## src/rtl/shift_pkg.sv

```systemverilog
// Shared types for the sequential shifter: fill modes, FSM states, direction codes.
// Latency: n/a (declarations only).
// Backpressure: n/a.
package shift_pkg;

    typedef enum logic [1:0] {
        FILL_ZERO  = 2'b00,
        FILL_ONE   = 2'b01,
        FILL_ARITH = 2'b10,
        FILL_ROT   = 2'b11
    } fill_t;

    typedef enum logic [1:0] {
        IDLE  = 2'b00,
        SHIFT = 2'b01,
        DONE  = 2'b10
    } state_t;

    localparam logic DIR_LEFT  = 1'b0;
    localparam logic DIR_RIGHT = 1'b1;

endpackage

```

## src/rtl/shift_step.sv

```systemverilog
// One-position shift of data, shifted-out bit collected into cout; rotate gated by SHIFT_ROT_EN.
// Latency: combinational.
// Backpressure: none; the caller decides when to register the result.
module shift_step
    import shift_pkg::*;
#(
    parameter int WIDTH = 8
) (
    input  logic [WIDTH-1:0] data,
    input  logic [WIDTH-1:0] cout,
    input  logic             dir,
    input  logic [1:0]       fill_mode,
    output logic [WIDTH-1:0] data_nxt,
    output logic [WIDTH-1:0] cout_nxt
);

    logic fill_bit;

    // Without SHIFT_ROT_EN, mode 11 falls to the default and fills with zero.
    always_comb begin
        fill_bit = 1'b0;
        case (fill_mode)
            FILL_ONE:   fill_bit = 1'b1;
            FILL_ARITH: fill_bit = (dir == DIR_RIGHT) ? data[WIDTH-1] : 1'b0;
`ifdef SHIFT_ROT_EN
            FILL_ROT:   fill_bit = (dir == DIR_RIGHT) ? data[0] : data[WIDTH-1];
`endif
            default:    fill_bit = 1'b0;
        endcase
    end

    always_comb begin
        if (dir == DIR_RIGHT) begin
            data_nxt = {fill_bit, data[WIDTH-1:1]};
            cout_nxt = {data[0], cout[WIDTH-1:1]};
        end else begin
            data_nxt = {data[WIDTH-2:0], fill_bit};
            cout_nxt = {cout[WIDTH-2:0], data[WIDTH-1]};
        end
    end

endmodule

```

## src/rtl/shift_seq.sv

```systemverilog
// Sequential shifter, one bit per clock, collecting shifted-out bits; SHIFT_ROT_EN enables rotate.
// Latency: done pulses min(amt,WIDTH)+1 cycles after the accepting edge.
// Backpressure: start is only accepted in IDLE/DONE; starts during SHIFT are dropped.
module shift_seq
    import shift_pkg::*;
#(
    parameter int WIDTH = 8,
    parameter int AMT_W = $clog2(WIDTH) + 1
) (
    input  logic             clk,
    input  logic             rst_n,
    input  logic             start,
    input  logic             dir,
    input  logic [1:0]       fill_mode,
    input  logic [WIDTH-1:0] data_in,
    input  logic [AMT_W-1:0] amt,
    output logic             busy,
    output logic             done,
    output logic [WIDTH-1:0] data_out,
    output logic [WIDTH-1:0] cout
);

    state_t           state_q, state_d;
    logic [AMT_W-1:0] cnt_q;
    logic [AMT_W-1:0] amt_clamp;
    logic [WIDTH-1:0] data_q, cout_q;
    logic [WIDTH-1:0] step_data, step_cout;
    logic             dir_q;
    logic [1:0]       fill_q;
    logic             accept, step;

    assign amt_clamp = (amt > AMT_W'(WIDTH)) ? AMT_W'(WIDTH) : amt;

    shift_step #(.WIDTH(WIDTH)) u_step (
        .data      (data_q),
        .cout      (cout_q),
        .dir       (dir_q),
        .fill_mode (fill_q),
        .data_nxt  (step_data),
        .cout_nxt  (step_cout)
    );

    always_comb begin
        state_d = state_q;
        accept  = 1'b0;
        step    = 1'b0;
        busy    = 1'b0;
        done    = 1'b0;
        case (state_q)
            IDLE: begin
                if (start) begin
                    accept  = 1'b1;
                    state_d = SHIFT;
                end
            end
            SHIFT: begin
                // The count==0 cycle is a settle cycle: not busy, result already final.
                if (cnt_q != '0) begin
                    busy = 1'b1;
                    step = 1'b1;
                end else begin
                    state_d = DONE;
                end
            end
            DONE: begin
                done = 1'b1;
                if (start) begin
                    accept  = 1'b1;
                    state_d = SHIFT;
                end else begin
                    state_d = IDLE;
                end
            end
            default: state_d = IDLE;
        endcase
    end

    always_ff @(posedge clk or negedge rst_n) begin
        if (!rst_n) begin
            state_q <= IDLE;
            cnt_q   <= '0;
            data_q  <= '0;
            cout_q  <= '0;
            dir_q   <= DIR_LEFT;
            fill_q  <= FILL_ZERO;
        end else begin
            state_q <= state_d;
            if (accept) begin
                data_q <= data_in;
                cout_q <= '0;
                cnt_q  <= amt_clamp;
                dir_q  <= dir;
                fill_q <= fill_mode;
            end else if (step) begin
                data_q <= step_data;
                cout_q <= step_cout;
                cnt_q  <= cnt_q - AMT_W'(1);
            end
        end
    end

    assign data_out = data_q;
    assign cout     = cout_q;

endmodule
```

## config.mk

```make
export PLATFORM = sky130hd
export DESIGN_NAME = shift_seq
export DESIGN_NICKNAME = d
export VERILOG_FILES = /design/src/rtl/shift_pkg.sv /design/src/rtl/shift_step.sv /design/src/rtl/shift_seq.sv
export SDC_FILE = /design/constraint.sdc
export NUM_CORES = 1
export LEC_CHECK = 0
export CORE_ASPECT_RATIO = 1.5
export CORE_UTILIZATION = 40
export CTS_BUF_LIST = sky130_fd_sc_hd__clkbuf_8
export DETAILED_ROUTE_END_ITERATION = 7
export PLACE_DENSITY = 0.66
export SLEW_MARGIN = 20
export SYNTH_ARGS = -nofsm -noshare
export SYNTH_HDL_FRONTEND = slang
export SYNTH_SLANG_ARGS = --single-unit
```

## constraint.sdc

```tcl
create_clock -name clk -period 2.05 [get_ports clk]
set_input_delay 0.5125 -clock clk [delete_from_list [all_inputs] [get_ports clk]]
set_output_delay 0.5125 -clock clk [all_outputs]
set_load 0.05 [all_outputs]
```

==> summary.txt <==
STA
  • Unrepaired setup endpoints after global routing: yes
  • Final Critical Period: 2079 ps
  • Layout Skew: 7.613 ps
  • Slew Limit Fails: 0
  • Worst Tran Pin Value: 526.8 ps
  • FMAX: 481.1 MHz
  • Worst setup margin: -28.61 ps
  • Fin crit share: 1.014
  • Final Hold Fails: 0
  • Slew margin rel.: 0.6488
  • Endpoints failing setup: 1
  • Worst hold margin: 529.2 ps

Layout
  • Commonest non-fill, non-tap cell in the layout: dfrtp_1
  • Cell area after layout: 1842 um2
  • Commonest cells after routing, fill and taps aside: dfrtp_1 (25), buf_4 (23), clkdlybuf4s50_1 (20)
  • Diodes inserted: 0
  • Area Growth Syn to Fin: 34.06%
  • Share of layout cells above drive strength 1: 0.2486
  • Layout Utilization: 0.5717
  • # fillers: 302
  • Nets: 195

Routing
  • Final antenna-violating net count: 0
  • Post-route DRC violation count: 0
  • Avg Vias per Cell: 5.286
  • Drt pass-1 iters: 4
  • Initial DRC Count: 31
  • Post-Route WL: 2961 um
  • Via count: 1126
  • Wirelength per Cell: 13.90 um

Place
  • RD Place Congestion: 0.8086
  • HPWL Detailed: 2093 um
  • DP Area: 1743 um2
  • PortBufs: 35

Yosys
  • Post-synth top area cell: dfrtp_1
  • Synth cell types: 27
  • Sequential-to-total area share from yosys stat: 0.4554
  • Post-synthesis cell area: 1374 um2
  • Net Count, Synth: 153
  • Largest cells by area after synthesis: dfrtp_1 (46%), mux2i_1 (11%), a211oi_2 (7.3%), o211ai_1 (4.4%), nand2_1 (3.8%)
  • Async SR Flop Fraction: 1.000
  • Warnings from Yosys: 0
  • #FFs+latches synth: 25
  • Post-synth EDFFs: 0
  • Synth Flop Type: dfrtp_1
  • Syn Inst Count: 132
  • Top-area cell type share of the netlist area: 0.4554
  • Syn avg cell area: 10.41 um2

Worst setup path
  • Crit path cell chain: inv_2 -> ha_4 -> or3b_4 -> nand2_8 -> inv_12 -> buf_12
  • CP max stage delay: 410 ps
  • CP max FO: 2
  • FF-to-FF setup slack: 300 ps
  • CP arrival: 1570 ps
  • Buffer and inverter count on the worst path: 3
  • Worst r2r dst: cnt_q[0]
  • Reg2reg start: cnt_q[1]
  • Slowest stage cell, crit path: dfrtp_1
  • Crit path launch type: flip-flop
  • WS Path Type: flip-flop to output pin
  • R2R cell count: 8
  • Critical path's top delay family: simple AND/OR/NAND/NOR gates
  • Worst EP required: 1540 ps
  • Crit. End Element: output pin

Floorplan
  • Total I/O pin count: 36
  • Die Width: 49.85 um
  • # rows: 25
  • Starting Density: 0.4264
  • Full die area: 3678 um2
  • Core region area: 3222 um2
  • Die Ht: 73.78 um

Clock network
  • CTS Hold Bufs: 0
  • CTS tree: yes
  • Max Root-Sink Buffers: 2
  • Worst-path clk slew: 90 ps
  • Num CTS Buffers: 3
  • Clk root buf: clkbuf_8
  • Clk sinks: 25
  • Clock Latency Late Sink: 270 ps
  • Htree depth: 1

Global routing
  • Largest net degree at the start of global routing: 26
  • GRT Total Usage: 0.1780
  • Vias in the first global route: 1106
  • Initial antenna violation count: 0
  • First-pass GRT wire length: 4968 um
  • Grt total ovfl: 0

Hold path
  • Hold Path Origin: cnt_q[3]
  • Worst Hold Path EP: state_q[1]
  • Hold path depth: 1
  • Hold Crit Class: flip-flop to flip-flop

Status
  • Violated checks: setup timing
  • Status: finished with violations

Job
  • Number of max-cap violations: 0
==> worst register-to-register path, stage by stage, from the launching register on <==
cell     delay (ps)
dfrtp_1         410
inv_2            80
ha_4            120
or3b_4          410
nand2_8         100
inv_12           40
buf_4           200
xnor2_1         180
o21ai_0          90
==> routing by layer <==
metal / track usage / part of all wire / vias up
met5: 0 / 0 / -
met4: 0.08571 / 0.021 / 0
met3: 0.02484 / 0.032 / 7
met2: 0.3048 / 0.50 / 27
met1: 0.2174 / 0.45 / 544
li1: - / - / 548
==> stage by stage <==
step	setup TNS (ps)	setup slack, ps	std cells
6_report	-28.61	-28.61	213
5_1_grt	-69.42	-69.42	213
4_1_cts	-41.42	-41.42	212
3_5_place_dp	0	173.1	205
3_3_place_gp	0	215.0	205
2_1_floorplan	0	230.1	132
==> Yosys cell counts, types with 2 or more instances <==
cell type	count
ha_1	3
a211oi_2	8
inv_1	4
a21oi_1	3
buf_4	2
nand3_1	9
nand2_1	14
buf_2	2
nor3_1	4
and2b_1	2
nand3b_1	3
dfrtp_1	25
o211ai_1	8
o21ai_0	4
clkbuf_1	3
nor2b_1	3
nor2_1	11
mux2i_1	15
==> what timing repair did <==
action,in CTS,in global routing
endpoints found under the setup margin,1,2
pin swaps,1,0
gates resized for setup,3,4
setup buffers,3,1
gates cloned,0,0
==> kinds of logic (layout without fill, tap and decap cells) <==
kind of cell	after synthesis	count (layout)	share of synthesized area
simple gates	50	50	0.1894
flops	25	25	0.4554
compound gates	24	24	0.1475
mux	15	15	0.1093
buf+inv	13	54	0.05828
fa+ha+maj	3	3	0.02733
xor+xnor	2	2	0.01275
==> worst max-delay path by stage <==
stage                  start    to  slack (ps)  cells after the start
finish              cnt_q[1]  busy         -30                      6
global route        cnt_q[1]  busy         -70                      6
CTS                 cnt_q[1]  busy         -40                      6
detailed placement  cnt_q[0]  busy         170                      6
global placement    cnt_q[0]  busy         220                      6
floorplan           cnt_q[0]  busy         230                      6
==> sequential cells by signal, summed over array words and instances (netlist names) <==
name and count:
state_q 2, cnt_q 4, cout 8, data_out 8
dir_q 1, fill_q 2
==> layout make-up <==
class                           count  area, um2  area share
Multi-Input combinational cell     94      683.2      0.3709
Sequential cell                    25      625.6      0.3397
Timing Repair Buffer               45      405.4      0.2201
Tap cell                           40      50.05     0.02717
Clock buffer                        3      41.29     0.02242
Inverter                            5      31.28     0.01698
Clock inverter                      1      5.005    0.002717
Power is left out: the tool's default activity adds up to more than one toggle a clock period on the data nets, which glitch-free logic cannot reach.
